$ cat config.mk
export PLATFORM = sky130hd
export DESIGN_NAME = vend_ctrl_param
export DESIGN_NICKNAME = d
export VERILOG_FILES = /design/src/rtl/vend_pkg.sv /design/src/rtl/vend_change_ctr.sv /design/src/rtl/vend_ctrl_param.sv
export SDC_FILE = /design/constraint.sdc
export NUM_CORES = 1
export LEC_CHECK = 0
export CAP_MARGIN = 20
export CORE_MARGIN = 2
export CORE_UTILIZATION = 45
export CTS_BUF_LIST = sky130_fd_sc_hd__clkbuf_8 sky130_fd_sc_hd__clkbuf_16
export CTS_CLUSTER_SIZE = 24
export DETAILED_ROUTE_END_ITERATION = 8
export PLACE_DENSITY_LB_ADDON = 0.12
export RECOVER_POWER = 25
export SLEW_MARGIN = 20
export SYNTH_ARGS = -nofsm -noshare
export SYNTH_HDL_FRONTEND = slang
export SYNTH_SLANG_ARGS = --single-unit
export TNS_END_PERCENT = 50
$ cat constraint.sdc
create_clock -name clk -period 18.55 [get_ports clk]
set_clock_uncertainty 0.2 [all_clocks]
set_input_delay 5.565 -clock clk [delete_from_list [all_inputs] [get_ports clk]]
set_output_delay 5.565 -clock clk [all_outputs]
set_load 0.05 [all_outputs]
$ cat src/rtl/vend_pkg.sv
// Shared definitions for the parametrised vending controller:
// FSM state encoding, coin codes and the coin-value decode.
package vend_pkg;

  localparam logic [1:0] ST_IDLE    = 2'd0;
  localparam logic [1:0] ST_COLLECT = 2'd1;
  localparam logic [1:0] ST_CHANGE  = 2'd2;

  localparam logic [1:0] COIN_NONE = 2'b00;
  localparam logic [1:0] COIN_1    = 2'b01;
  localparam logic [1:0] COIN_2    = 2'b10;
  localparam logic [1:0] COIN_3    = 2'b11;

  function automatic int unsigned coin_value(
    input logic [1:0]  c,
    input int unsigned v1,
    input int unsigned v2,
    input int unsigned v3
  );
    case (c)
      COIN_1:  return v1;
      COIN_2:  return v2;
      COIN_3:  return v3;
      default: return 0;
    endcase
  endfunction

endpackage

$ cat src/rtl/vend_change_ctr.sv
// Loadable down-counter holding the change pulses still owed
// after the current cycle.
module vend_change_ctr #(
  parameter int unsigned W = 4
) (
  input  logic         clk,
  input  logic         rst,
  input  logic         load,
  input  logic [W-1:0] load_val,
  output logic         pulse,
  output logic         last,
  output logic         busy
);

  logic [W-1:0] cnt;

  always_ff @(posedge clk) begin
    if (rst)
      cnt <= '0;
    else if (load)
      cnt <= load_val;
    else if (cnt != '0)
      cnt <= cnt - W'(1);
  end

  assign busy  = (cnt != '0);
  assign pulse = busy;
  assign last  = (cnt == W'(1));

endmodule

$ cat src/rtl/vend_ctrl_param.sv
// Parametrised Mealy vending controller with change train output.
// Optional refund path enabled by defining VEND_CANCEL_EN.
module vend_ctrl_param
  import vend_pkg::*;
#(
  parameter int unsigned PRICE     = 20,
  parameter int unsigned COIN_UNIT = 5,
  parameter int unsigned COIN1_VAL = 5,
  parameter int unsigned COIN2_VAL = 10,
  parameter int unsigned COIN3_VAL = 25,
  parameter int unsigned CREDIT_W  = 6
) (
  input  logic                clk,
  input  logic                rst,
  input  logic [1:0]          coin,
  input  logic                cancel,
  output logic                dispense,
  output logic                chg5,
  output logic                coin_reject,
  output logic                busy,
  output logic [CREDIT_W-1:0] credit
);

  localparam int unsigned MAX12 =
    (COIN1_VAL > COIN2_VAL) ? COIN1_VAL : COIN2_VAL;
  localparam int unsigned MAXC =
    (MAX12 > COIN3_VAL) ? MAX12 : COIN3_VAL;
  // worst case is a full refund, which exceeds any vend change
  localparam int unsigned MAXP = (PRICE + MAXC) / COIN_UNIT;
  localparam int unsigned CW   = $clog2(MAXP + 1);
  localparam int unsigned SW   = CREDIT_W + 1;

  localparam logic [SW-1:0] PRICE_S = SW'(PRICE);
  localparam logic [SW-1:0] UNIT_S  = SW'(COIN_UNIT);
  localparam logic [SW-1:0] ONE_S   = SW'(1);

  logic [1:0]          state;
  logic [1:0]          state_nx;
  logic [CREDIT_W-1:0] credit_nx;
  logic [SW-1:0]       cval;
  logic [SW-1:0]       sum;
  logic [SW-1:0]       chg;
  logic                refund;
  logic                load;
  logic [CW-1:0]       load_val;
  logic                ctr_pulse;
  logic                ctr_last;
  logic                ctr_busy;
  logic                disp_c;
  logic                chg_c;
  logic                rej_c;

`ifdef VEND_CANCEL_EN
  assign refund = cancel &&
    ((state == ST_COLLECT) || (coin != COIN_NONE));
`else
  logic unused_cancel;
  assign unused_cancel = cancel;
  assign refund = 1'b0;
`endif

  assign cval = SW'(coin_value(coin, COIN1_VAL, COIN2_VAL, COIN3_VAL));
  assign sum  = {1'b0, credit} + cval;
  assign chg  = sum - PRICE_S;

  always_comb begin
    state_nx  = state;
    credit_nx = credit;
    load      = 1'b0;
    load_val  = '0;
    disp_c    = 1'b0;
    chg_c     = 1'b0;
    rej_c     = 1'b0;
    unique case (state)
      ST_IDLE, ST_COLLECT: begin
        if (refund) begin
          // refund wins over vend even when sum reaches PRICE
          chg_c     = 1'b1;
          load      = 1'b1;
          load_val  = CW'((sum / UNIT_S) - ONE_S);
          credit_nx = '0;
          state_nx  = (load_val != '0) ? ST_CHANGE : ST_IDLE;
        end else if (sum >= PRICE_S) begin
          disp_c    = 1'b1;
          credit_nx = '0;
          state_nx  = ST_IDLE;
          if (chg >= UNIT_S) begin
            chg_c    = 1'b1;
            load     = 1'b1;
            load_val = CW'((chg / UNIT_S) - ONE_S);
            if (load_val != '0)
              state_nx = ST_CHANGE;
          end
        end else begin
          credit_nx = CREDIT_W'(sum);
          state_nx  = (sum == '0) ? ST_IDLE : ST_COLLECT;
        end
      end
      ST_CHANGE: begin
        chg_c = ctr_pulse;
        rej_c = (coin != COIN_NONE);
        if (ctr_last)
          state_nx = ST_IDLE;
      end
      default: state_nx = ST_IDLE;
    endcase
  end

  always_ff @(posedge clk) begin
    if (rst) begin
      state  <= ST_IDLE;
      credit <= '0;
    end else begin
      state  <= state_nx;
      credit <= credit_nx;
    end
  end

  vend_change_ctr #(.W(CW)) u_ctr (
    .clk      (clk),
    .rst      (rst),
    .load     (load),
    .load_val (load_val),
    .pulse    (ctr_pulse),
    .last     (ctr_last),
    .busy     (ctr_busy)
  );

  assign dispense    = disp_c & ~rst;
  assign chg5        = chg_c & ~rst;
  assign coin_reject = rej_c & ~rst;
  assign busy        = ctr_busy;

endmodule
==> flow_metrics.tcl <==
set metrics [dict create \
    fillers 443 \
    grt_max_degree 20 \
    final_cells 315 \
    post-cts-setup-buffers 0 \
    post_cts.resized_instances 0 \
    grtUsageTotal_pct 19.1 \
    first_pass_iters 4 \
    fp-row-count 24 \
    startpoint "coin[0]" \
    cts_buffers 3 \
    path_delay_family "buffers and inverters" \
    cp_cell_sequence "clkdlybuf4s50_1 > ha_1 > inv_1 > fa_1 > xor2_1 > buf_4 > inv_1 > ha_1 > a211oi_1 > o21bai_1 > nand3b_1 > a21oi_1 > clkdlybuf4s50_1" \
    synth_seq_cells 12 \
    drive_gt1_share_pct 12.9 \
    synth_cells 258 \
    r2r_slack_ns 12.42 \
    max_freq_ghz 0.0635 \
    cts_tree "yes" \
    post-route-util_pct 51.2 \
    synth-async-reset-ratio_pct 0 \
    final_area_um2 2260 \
    post_dp_cell_area_um2 2210 \
    relSlewSlack_pct 34.5 \
    io_pins 15 \
    finalSetupTns_ns 0 \
    crit_path_max_fanout 19 \
    clkTransAtPathRegs_ns 0.05 \
    synth_top_area_share_pct 11.6 \
    grt_pass1_vias 1763 \
    grt_pass1_wl_um 8190 \
    max_slew.worst_pin.slew_ns 0.982 \
    critPathCaptureType "output pin" \
    grt_remaining_overflow 0 \
    holdCritStartpoint "credit[0]" \
    wl_per_cell_um 14.9 \
    avgSynthCellArea_um2 8.06 \
    wl_um 4710 \
    dp.cells 311 \
    synth_edf_count 0 \
    place_congestion 0.786 \
    period_share_pct 84.9 \
    synth_cell_types 76 \
    synthTopCellsByArea "dfxtp_1, ha_1, nor2_1" \
    final_nets 288 \
    area_growth_syn_to_layout_pct 8.79 \
    max-cap-violations 0 \
    rsz0062_at_grt "false" \
    setup_violations 0 \
    clk_path_buf_depth 2 \
    hp-class "reg2reg" \
    path_buf_inv 5 \
    crit_path_start_kind "primary input" \
    core_area_um2 4410 \
    status "complete, no violations" \
    drt-initial-drc-count 113 \
    cts_sinks 12 \
    cts_max_level 1 \
    min_to "credit[0]" \
    start_util_pct 47.1 \
    arrival_ns 9.99 \
    drcViolationCount 0 \
    ys.warnings.count 0 \
    die_w_um 72.0 \
    port_buffers 13 \
    n_antenna_cell 0 \
    synth_ff_type "dfxtp_1" \
    slowest_stage "clkdlybuf4s50_1" \
    hold_violations 0 \
    hold-path-cell-count 2 \
    maxSlewViolCount 0 \
    syn_nets 282 \
    clock_latency_ns 0.24 \
    synth_top_area_cell "dfxtp_1" \
    chipHeight_um 72.0 \
    yosysSeqAreaShare_pct 11.6 \
    cp.required_ns 12.78 \
    syn_area_um2 2080 \
    reg2reg_depth 23 \
    antenna_found_initial 0 \
    die-area_um2 5180 \
    path_class "in2out" \
    viasPerCell 6.01 \
    detail-route-antenna-nets 0 \
    vias 1893 \
    root_buffer "clkbuf_8" \
    hold_buffers 0 \
    period_minus_slack_ns 15.76 \
    reg2reg_to "u_ctr.cnt[2]" \
    dp_hpwl_um 3620 \
    rr_startpoint "credit[0]" \
    cpPeakStageDelay_ns 0.82 \
]
==> cell type report <==
cell class                 instances  area, um2  area share, %
multi-input combinational        218       1710           75.5
sequential                        12        240           10.6
timing repair buffer              14        138           6.09
tap                               52       65.1           2.88
inverter                          15       56.3           2.49
clock buffer                       4       55.1           2.43
==> kinds of logic after synthesis <==
family | synth area share [%]
buffers and inverters | 6.32
DFF | 11.6
and+or+nand+nor | 26.8
xor gates and xnor gates | 6.20
muxes | 3.01
AOI/OAI and AO/OA | 33.8
adders and majority gates | 12.3
==> per-stage QoR <==
stage	hold WS, ns	setup WS [ns]
after floorplan	0.366	3.72
after global placement	0.321	2.83
after detailed placement	0.331	2.84
after CTS	0.341	2.82
after global routing	0.375	2.46
final	0.342	2.79
==> synth_stat cells, drive strengths merged (2+ instances only) <==
| master | instances |
|---|---|
| nand2b | 9 |
| o221ai | 6 |
| and3 | 2 |
| nand4 | 2 |
| o211ai | 7 |
| a22o | 3 |
| o31ai | 5 |
| o221a | 2 |
| clkbuf | 6 |
| ha | 18 |
| a221oi | 2 |
| nor2b | 5 |
| or3 | 4 |
| xor2 | 3 |
| o21a | 4 |
| inv | 15 |
| a311oi | 2 |
| dfxtp | 12 |
| nand3b | 3 |
| nand2 | 11 |
| a21oi | 18 |
| nor2 | 25 |
| mux2i | 4 |
| mux2 | 2 |
| o21ai | 7 |
| nand3 | 6 |
| or2 | 4 |
| xnor2 | 7 |
| a22oi | 2 |
| a21o | 4 |
| nor4 | 4 |
| buf | 7 |
| and2 | 3 |
| nor3 | 14 |
| a31oi | 4 |
| o311a | 2 |
| a32oi | 2 |
| a211oi | 4 |
| nor3b | 2 |
==> worst max path at each step <==
| stage | slack (ns) | cells after the start | endpoint |
|---|---|---|---|
| after floorplan | 3.72 | 13 | chg5 |
| after CTS | 2.82 | 13 | chg5 |
| after global routing | 2.46 | 15 | chg5 |
| after global placement | 2.83 | 13 | chg5 |
| after detailed placement | 2.84 | 13 | chg5 |
| final | 2.79 | 13 | chg5 |
==> state kept, by name, summed over array words and instances, names as in the netlist <==
signal and count:
credit 6, u_ctr.cnt 4, state 2
==> worst reg2reg max path: cells and delay by family, from the launching register on <==
| kind | cells | cell delay, ns |
|---|---|---|
| adders and majority gates | 5 | 1.60 |
| AOI/OAI and AO/OA | 5 | 1.55 |
| and+or+nand+nor | 7 | 0.98 |
| xor gates and xnor gates | 3 | 0.93 |
| buffers and inverters | 3 | 0.38 |
| DFF | 1 | 0.36 |
==> cell usage in the layout (no fill, tap or decap), types with 4 or more instances in the layout <==
master / instances
nor2_1: 25
ha_1: 18
a21oi_1: 16
inv_1: 15
nor3_1: 13
dfxtp_1: 12
nand2_1: 11
nand2b_1: 9
clkdlybuf4s50_1: 8
xnor2_1: 6
nand3_1: 6
o221ai_1: 5
o211ai_1: 5
dlygate4sd3_1: 5
a21o_1: 4
nor2b_1: 4
o21a_1: 4
mux2i_1: 4
a31oi_1: 4
o21ai_0: 4
clkbuf_8: 4
==> routing by layer <==
| layer | share of wire [%] | vias to the layer above | wire length, um | global-route usage (%) |
|---|---|---|---|---|
| li1 | - | 985 | - | - |
| met1 | 51 | 868 | 2400 | 28.1 |
| met2 | 44 | 33 | 2100 | 29.6 |
| met3 | 2.8 | 7 | 131 | 1.39 |
| met4 | 1.7 | 0 | 78 | 6.29 |
| met5 | 0 | - | 0 | 0 |
Power is not shown: default switching activity piles up to over one toggle a cycle in this logic, so the estimate is an artifact.
